## config.mk

```make
export PLATFORM = sky130hd
export DESIGN_NAME = cernbe_bus_arbiter
export DESIGN_NICKNAME = d
export VERILOG_FILES = /design/src/rtl/cernbe_arb_pkg.sv /design/src/rtl/cernbe_req_capture.sv /design/src/rtl/cernbe_bus_arbiter.sv
export SDC_FILE = /design/constraint.sdc
export NUM_CORES = 1
export LEC_CHECK = 0
export CAP_MARGIN = 5
export CORE_UTILIZATION = 40
export DETAILED_ROUTE_END_ITERATION = 10
export GPL_TIMING_DRIVEN = 0
export HOLD_SLACK_MARGIN = 0.15
export PLACE_DENSITY = 0.64
export REMOVE_ABC_BUFFERS = 1
export SLEW_MARGIN = 20
export SYNTH_ARGS = -nofsm -noshare
export SYNTH_HDL_FRONTEND = slang
export SYNTH_SLANG_ARGS = --single-unit
```

## constraint.sdc

```tcl
create_clock -name Clk -period 10.3 [get_ports Clk]
set_input_delay 2.06 -clock Clk [delete_from_list [all_inputs] [get_ports Clk]]
set_output_delay 2.06 -clock Clk [all_outputs]
set_load 0.02 [all_outputs]
```

## src/rtl/cernbe_arb_pkg.sv

```systemverilog
// cernbe_arb_pkg: shared types and constants for the two-master bus arbiter
package cernbe_arb_pkg;
  typedef enum logic [1:0] {IDLE, ISSUE, WAIT} state_t;
  typedef enum logic {RD, WR} kind_t;
  typedef logic mst_t;
  localparam logic [63:0] ERR_DATA = '1;
endpackage

```

## src/rtl/cernbe_req_capture.sv

```systemverilog
// cernbe_req_capture: one master's request latch, pending flag and sticky overrun
module cernbe_req_capture
  import cernbe_arb_pkg::*;
#(
  parameter int AW = 20,
  parameter int DW = 32
) (
  input  logic          Clk,
  input  logic          Rst,
  input  logic [AW-1:0] i_addr,
  input  logic [DW-1:0] i_wdata,
  input  logic          i_rd,
  input  logic          i_wr,
  input  logic          i_clr,
  output logic          o_pending,
  output logic [AW-1:0] o_addr,
  output logic [DW-1:0] o_wdata,
  output kind_t         o_kind,
  output logic          o_overrun
);
  logic          r_pending;
  logic          r_overrun;
  logic [AW-1:0] r_addr;
  logic [DW-1:0] r_wdata;
  kind_t         r_kind;
  logic          w_stb;
  logic          w_take;
  assign w_stb  = i_rd | i_wr;
  assign w_take = w_stb & ~r_pending;
  // latch a strobe only when idle; a strobe on a pending slot is dropped and flagged
  always_ff @(posedge Clk or posedge Rst) begin
    if (Rst) begin
      r_pending <= 1'b0;
      r_overrun <= 1'b0;
      r_addr    <= '0;
      r_wdata   <= '0;
      r_kind    <= RD;
    end else begin
      if (w_take) begin
        r_addr  <= i_addr;
        r_wdata <= i_wdata;
        r_kind  <= i_wr ? WR : RD;
      end
      r_pending <= w_take | (r_pending & ~i_clr);
      r_overrun <= r_overrun | (w_stb & r_pending);
    end
  end
  assign o_pending = r_pending;
  assign o_overrun = r_overrun;
  assign o_addr    = r_addr;
  assign o_wdata   = r_wdata;
  assign o_kind    = r_kind;
endmodule

```

## src/rtl/cernbe_bus_arbiter.sv

```systemverilog
// cernbe_bus_arbiter: round-robin two-master to one-slave memory bus arbiter with watchdog
module cernbe_bus_arbiter
  import cernbe_arb_pkg::*;
#(
  parameter int ADDR_WIDTH = 20,
  parameter int DATA_WIDTH = 32,
  parameter int TIMEOUT    = 255
) (
  input  logic                  Clk,
  input  logic                  Rst,
  input  logic [ADDR_WIDTH-1:0] m0_VMEAddr_i,
  input  logic [DATA_WIDTH-1:0] m0_VMEWrData_i,
  input  logic                  m0_VMERdMem_i,
  input  logic                  m0_VMEWrMem_i,
  output logic [DATA_WIDTH-1:0] m0_VMERdData_o,
  output logic                  m0_VMERdDone_o,
  output logic                  m0_VMEWrDone_o,
  output logic                  m0_Error_o,
  input  logic [ADDR_WIDTH-1:0] m1_VMEAddr_i,
  input  logic [DATA_WIDTH-1:0] m1_VMEWrData_i,
  input  logic                  m1_VMERdMem_i,
  input  logic                  m1_VMEWrMem_i,
  output logic [DATA_WIDTH-1:0] m1_VMERdData_o,
  output logic                  m1_VMERdDone_o,
  output logic                  m1_VMEWrDone_o,
  output logic                  m1_Error_o,
  output logic [ADDR_WIDTH-1:0] VMEAddr_o,
  output logic [DATA_WIDTH-1:0] VMEWrData_o,
  output logic                  VMERdMem_o,
  output logic                  VMEWrMem_o,
  input  logic [DATA_WIDTH-1:0] VMERdData_i,
  input  logic                  VMERdDone_i,
  input  logic                  VMEWrDone_i,
  output logic [1:0]            overrun_o
);
  localparam logic [DATA_WIDTH-1:0] ERR_WORD = ERR_DATA[DATA_WIDTH-1:0];
  localparam logic [15:0] WD_LAST = 16'(TIMEOUT - 1);

  logic [1:0]            w_pend;
  logic [1:0]            w_clr;
  logic [ADDR_WIDTH-1:0] w_cap_addr  [2];
  logic [DATA_WIDTH-1:0] w_cap_wdata [2];
  kind_t                 w_cap_kind  [2];

  for (genvar g = 0; g < 2; g++) begin : g_cap
    cernbe_req_capture #(.AW(ADDR_WIDTH), .DW(DATA_WIDTH)) u_cap (
      .Clk       (Clk),
      .Rst       (Rst),
      .i_addr    ((g == 1) ? m1_VMEAddr_i   : m0_VMEAddr_i),
      .i_wdata   ((g == 1) ? m1_VMEWrData_i : m0_VMEWrData_i),
      .i_rd      ((g == 1) ? m1_VMERdMem_i  : m0_VMERdMem_i),
      .i_wr      ((g == 1) ? m1_VMEWrMem_i  : m0_VMEWrMem_i),
      .i_clr     (w_clr[g]),
      .o_pending (w_pend[g]),
      .o_addr    (w_cap_addr[g]),
      .o_wdata   (w_cap_wdata[g]),
      .o_kind    (w_cap_kind[g]),
      .o_overrun (overrun_o[g])
    );
  end

  state_t                r_state, w_state;
  mst_t                  r_grant, w_grant;
  mst_t                  r_last, w_last;
  logic [15:0]           r_wd, w_wd;
  logic [ADDR_WIDTH-1:0] r_addr, w_addr;
  logic [DATA_WIDTH-1:0] r_wdata, w_wdata;
  logic                  r_rd, w_rd;
  logic                  r_wr, w_wr;
  logic [DATA_WIDTH-1:0] r_rdata [2];
  logic [DATA_WIDTH-1:0] w_rdata [2];
  logic [1:0]            r_rdone, w_rdone;
  logic [1:0]            r_wdone, w_wdone;
  logic [1:0]            r_err, w_err;
  mst_t                  w_sel;
  kind_t                 w_kind;
  logic                  w_done;

  assign w_sel  = (w_pend[0] & w_pend[1]) ? ~r_last : w_pend[1];
  assign w_kind = w_cap_kind[r_grant];
  assign w_done = (w_kind == WR) ? VMEWrDone_i : VMERdDone_i;

  // next-state, slave drive and response routing; every output is registered
  always_comb begin
    w_state = r_state;
    w_grant = r_grant;
    w_last  = r_last;
    w_wd    = r_wd;
    w_addr  = r_addr;
    w_wdata = r_wdata;
    w_rd    = 1'b0;
    w_wr    = 1'b0;
    w_rdata = r_rdata;
    w_rdone = '0;
    w_wdone = '0;
    w_err   = '0;
    w_clr   = '0;
    case (r_state)
      IDLE: if (|w_pend) begin
        w_state = ISSUE;
        w_grant = w_sel;
        w_addr  = w_cap_addr[w_sel];
        w_wdata = w_cap_wdata[w_sel];
        w_rd    = w_cap_kind[w_sel] == RD;
        w_wr    = w_cap_kind[w_sel] == WR;
      end
      ISSUE: begin
        w_state = WAIT;
        w_wd    = '0;
      end
      WAIT: if (w_done || r_wd == WD_LAST) begin
        w_state          = IDLE;
        w_last           = r_grant;
        w_clr[r_grant]   = 1'b1;
        w_rdone[r_grant] = w_kind == RD;
        w_wdone[r_grant] = w_kind == WR;
        w_err[r_grant]   = ~w_done;
        w_rdata[r_grant] = !w_done ? ERR_WORD : (w_kind == RD ? VMERdData_i : r_rdata[r_grant]);
      end else begin
        w_wd = r_wd + 16'd1;
      end
      default: w_state = IDLE;
    endcase
  end

  // state and output registers; reset aborts any transaction silently
  always_ff @(posedge Clk or posedge Rst) begin
    if (Rst) begin
      r_state    <= IDLE;
      r_grant    <= 1'b0;
      r_last     <= 1'b1;
      r_wd       <= '0;
      r_addr     <= '0;
      r_wdata    <= '0;
      r_rd       <= 1'b0;
      r_wr       <= 1'b0;
      r_rdata[0] <= '0;
      r_rdata[1] <= '0;
      r_rdone    <= '0;
      r_wdone    <= '0;
      r_err      <= '0;
    end else begin
      r_state    <= w_state;
      r_grant    <= w_grant;
      r_last     <= w_last;
      r_wd       <= w_wd;
      r_addr     <= w_addr;
      r_wdata    <= w_wdata;
      r_rd       <= w_rd;
      r_wr       <= w_wr;
      r_rdata[0] <= w_rdata[0];
      r_rdata[1] <= w_rdata[1];
      r_rdone    <= w_rdone;
      r_wdone    <= w_wdone;
      r_err      <= w_err;
    end
  end

  assign VMEAddr_o      = r_addr;
  assign VMEWrData_o    = r_wdata;
  assign VMERdMem_o     = r_rd;
  assign VMEWrMem_o     = r_wr;
  assign m0_VMERdData_o = r_rdata[0];
  assign m1_VMERdData_o = r_rdata[1];
  assign m0_VMERdDone_o = r_rdone[0];
  assign m1_VMERdDone_o = r_rdone[1];
  assign m0_VMEWrDone_o = r_wdone[0];
  assign m1_VMEWrDone_o = r_wdone[1];
  assign m0_Error_o     = r_err[0];
  assign m1_Error_o     = r_err[1];
endmodule
```

==> results_dict.tcl <==
set metrics [dict create \
    status "complete, no violations" \
    clock_skew_ps 6.30 \
    worstSkewPairLatency_ps 530 \
    post_synth_num_cell_types 48 \
    synth.yosys.warnings 0 \
    rr_worst_depth 8 \
    layout_worst_path_cycle_share_pct 38.4 \
    fp.coreArea_mm2 0.0271 \
    ctsResizeCount 0 \
    cp-start-kind "input port" \
    place.gp.congestion 0.806 \
    post_route_cells_drive_above_1_share_pct 19.2 \
    dp_slack_ps 5780 \
    rows 60 \
    tritonroute_pass_1_iters 4 \
    drt_first_iter_violations 344 \
    worst-path-max-fanout 12 \
    htreeDepth 1 \
    ir_drop_mv 0.198 \
    p_per_area_mw_per_mm2 330 \
    post_cts.repair.setup_buffers 0 \
    synth_area_leader_cell "dfrtp_1" \
    capturing_element_type_of_the_critical_path "flip-flop" \
    dp.final_hpwl_mm 18.8 \
    worstSetupPathType "in -> reg" \
    cts_hold_buffers 0 \
    max_freq_mhz 253 \
    dp.cells 1494 \
    synth-async-reset-ratio_pct 100 \
    fill_cells 2342 \
    non_filler_cells_final 1544 \
    post-layout-total-power_mw 5.11 \
    synth.top_cell.area_share_pct 57.1 \
    worst_slack_ps 6340 \
    cts_buffer_depth 3 \
    global_route.overflow_total 0 \
    synth_common_cells "253 x dfrtp_1, 148 x mux2_2, 91 x nor2_1, 64 x mux2i_1, 53 x a21oi_1" \
    pin_count_of_the_biggest_net_entering_global_routing 102 \
    clock_tree.root_cell "clkbuf_16" \
    uppermost_routed_layer "met5" \
    finalNetCount 1298 \
    slew-limit-headroom_pct 41.2 \
    post_synthesis_sequential_element_count 254 \
    number_of_global_route_vias_before_repair 8094 \
    design.portCount 270 \
    timing.final.hold_violations 0 \
    most_frequent_cell_after_synthesis "dfrtp_1" \
    synth_area_mm2 0.0111 \
    drtAntennaViolNets 0 \
    worst-slew-pin-transition_ps 865 \
    route.layer.met1.wl_mm 11.7 \
    top_flip_flop_cell_by_instance_count_after_synthesis "dfrtp_1" \
    finalCoreUtilization_pct 57.1 \
    start_util_pct 40.9 \
    synth_top_cells_by_area "dfrtp_1 57%, mux2_2 15%, mux2i_1 5.8%" \
    grt_util_all_layers_pct 19.3 \
    met3WireLength_mm 3.05 \
    die_h_um 169 \
    number_of_antenna_violations_at_the_first_check_in_global_routing 2 \
    grt_setup_unrepaired "false" \
    global_route_wire_length_before_repair_mm 44.0 \
    timing.hold.worst.class "reg -> reg" \
    synth.yosys.seq_area_share_pct 57.3 \
    clkTransAtPathRegs_ps 60 \
    detail_route.drc_violations 0 \
    cts_made_buffers 28 \
    worst_hold_depth 1 \
    worstPathArrival_ps 4360 \
    timing.hold.ws_ps 472 \
    drt-total-wl_mm 27.2 \
    static-leakage-power_nw 6.26 \
    min_period_ps 3960 \
    required_time_at_the_endpoint_of_the_critical_path_ps 10710 \
    num_vias 7798 \
    dieArea_mm2 0.0284 \
    post_drt_via_cell_ratio 5.05 \
    cap_violations 0 \
    die_x_um 169 \
    wire_length_on_met2_mm 12.0 \
    tritoncts_num_sinks 254 \
    post_drt_wl_per_cell_um 17.6 \
    area_growth_syn_to_layout_pct 39.6 \
    final_max_slew_viol_count 0 \
    portbufs 269 \
    synth_edf_count 0 \
    number_of_instances_in_the_synthesized_netlist 892 \
    postSynthAreaPerCell_um2 12.4 \
    timing.final.setup_violations 0 \
    tritoncts "yes" \
]
layout make-up:
| class | instances | area, um^2 | area share, % |
|---|---|---|---|
| multi-input cells | 573 | 4500 | 29.1 |
| clock buffers | 47 | 873 | 5.64 |
| well taps | 372 | 465 | 3.01 |
| flip-flops and latches | 254 | 6360 | 41.1 |
| inverters | 4 | 22.5 | 0.146 |
| clock inverters | 2 | 35.0 | 0.226 |
| diodes | 1 | 2.50 | 0.0162 |
| repair buffers | 291 | 3220 | 20.8 |
metrics by stage:
stage / setup TNS, ps / instance area [um^2]
6_report: 0 / 15500
5_1_grt: 0 / 15500
4_1_cts: 0 / 15500
3_5_place_dp: 0 / 14600
3_3_place_gp: -586860 / 14000
2_1_floorplan: 0 / 10800
registers in the layout, indices dropped and copies added, names as in the netlist:
signal,count
r_wd,16
g_cap.u_cap.o_overrun,2
r_err,2
VMEWrMem_o,1
g_cap.u_cap.o_pending,2
g_cap.u_cap.o_wdata,64
m0_VMERdData_o,32
VMEAddr_o,20
r_state,2
VMERdMem_o,1
r_rdone,2
VMEWrData_o,32
r_grant,1
r_wdone,2
g_cap.u_cap.o_addr,40
g_cap.u_cap.o_kind,2
m1_VMERdData_o,32
r_last,1
report_power, final:
part | internal [mW] | switching (mW)
Combinational | 1.21 | 1.17
Sequential | 1.47 | 0.283
Clock | 0.595 | 0.383
critical path: stages:
cell and delay, ps:
clkdlybuf4s50_1 490, mux2i_2 250, a211oi_4 640, buf_6 230
buf_8 180, buf_6 160, mux2_1 330
routing by layer:
layer / GRT usage [%] / up-vias
met1: 24.2 / 3813
met4: 4.23 / 4
met3: 8.63 / 41
met2: 30.8 / 228
met5: 0 / -
li1: - / 3712
cells in the final DEF (no fill, tap or decap), types with 7 or more instances in the layout:
master,instances
clkdlybuf4s50_1,269
dfrtp_1,252
mux2_2,148
nor2_1,91
mux2i_1,63
a21oi_1,52
o21ai_0,40
nor2b_1,35
a211oi_1,32
clkbuf_16,29
mux2_1,24
nand2_1,19
buf_16,16
clkbuf_1,10
nand4_1,9
clkbuf_8,8
and2_1,7
final timing paths:
path / startpoint / end / slack (ps)
worst max register to register: r_grant / m0_VMERdData_o[22] / 6800
min in group asynchronous: Rst / g_cap[0].u_cap.o_addr[6] / 2010
worst min-delay path: g_cap[1].u_cap.o_overrun / g_cap[1].u_cap.o_overrun / 470
worst min register to register: g_cap[1].u_cap.o_overrun / g_cap[1].u_cap.o_overrun / 470
max in group asynchronous: Rst / r_last / 7410
worst max-delay path: VMERdDone_i / m0_VMERdData_o[22] / 6340
logic make-up (layout without fill, tap and decap cells):
kind of cell	count (synthesis)	count (layout)	share of synthesized area, %
flops	254	254	57.3
mux	238	238	23.5
simple gates	193	193	8.68
compound gates	140	140	7.64
buf+inv	65	344	2.64
fa+ha+maj	2	2	0.226
other cells	0	1	0
No activity file was read; power rests on OpenSTA's default activity.
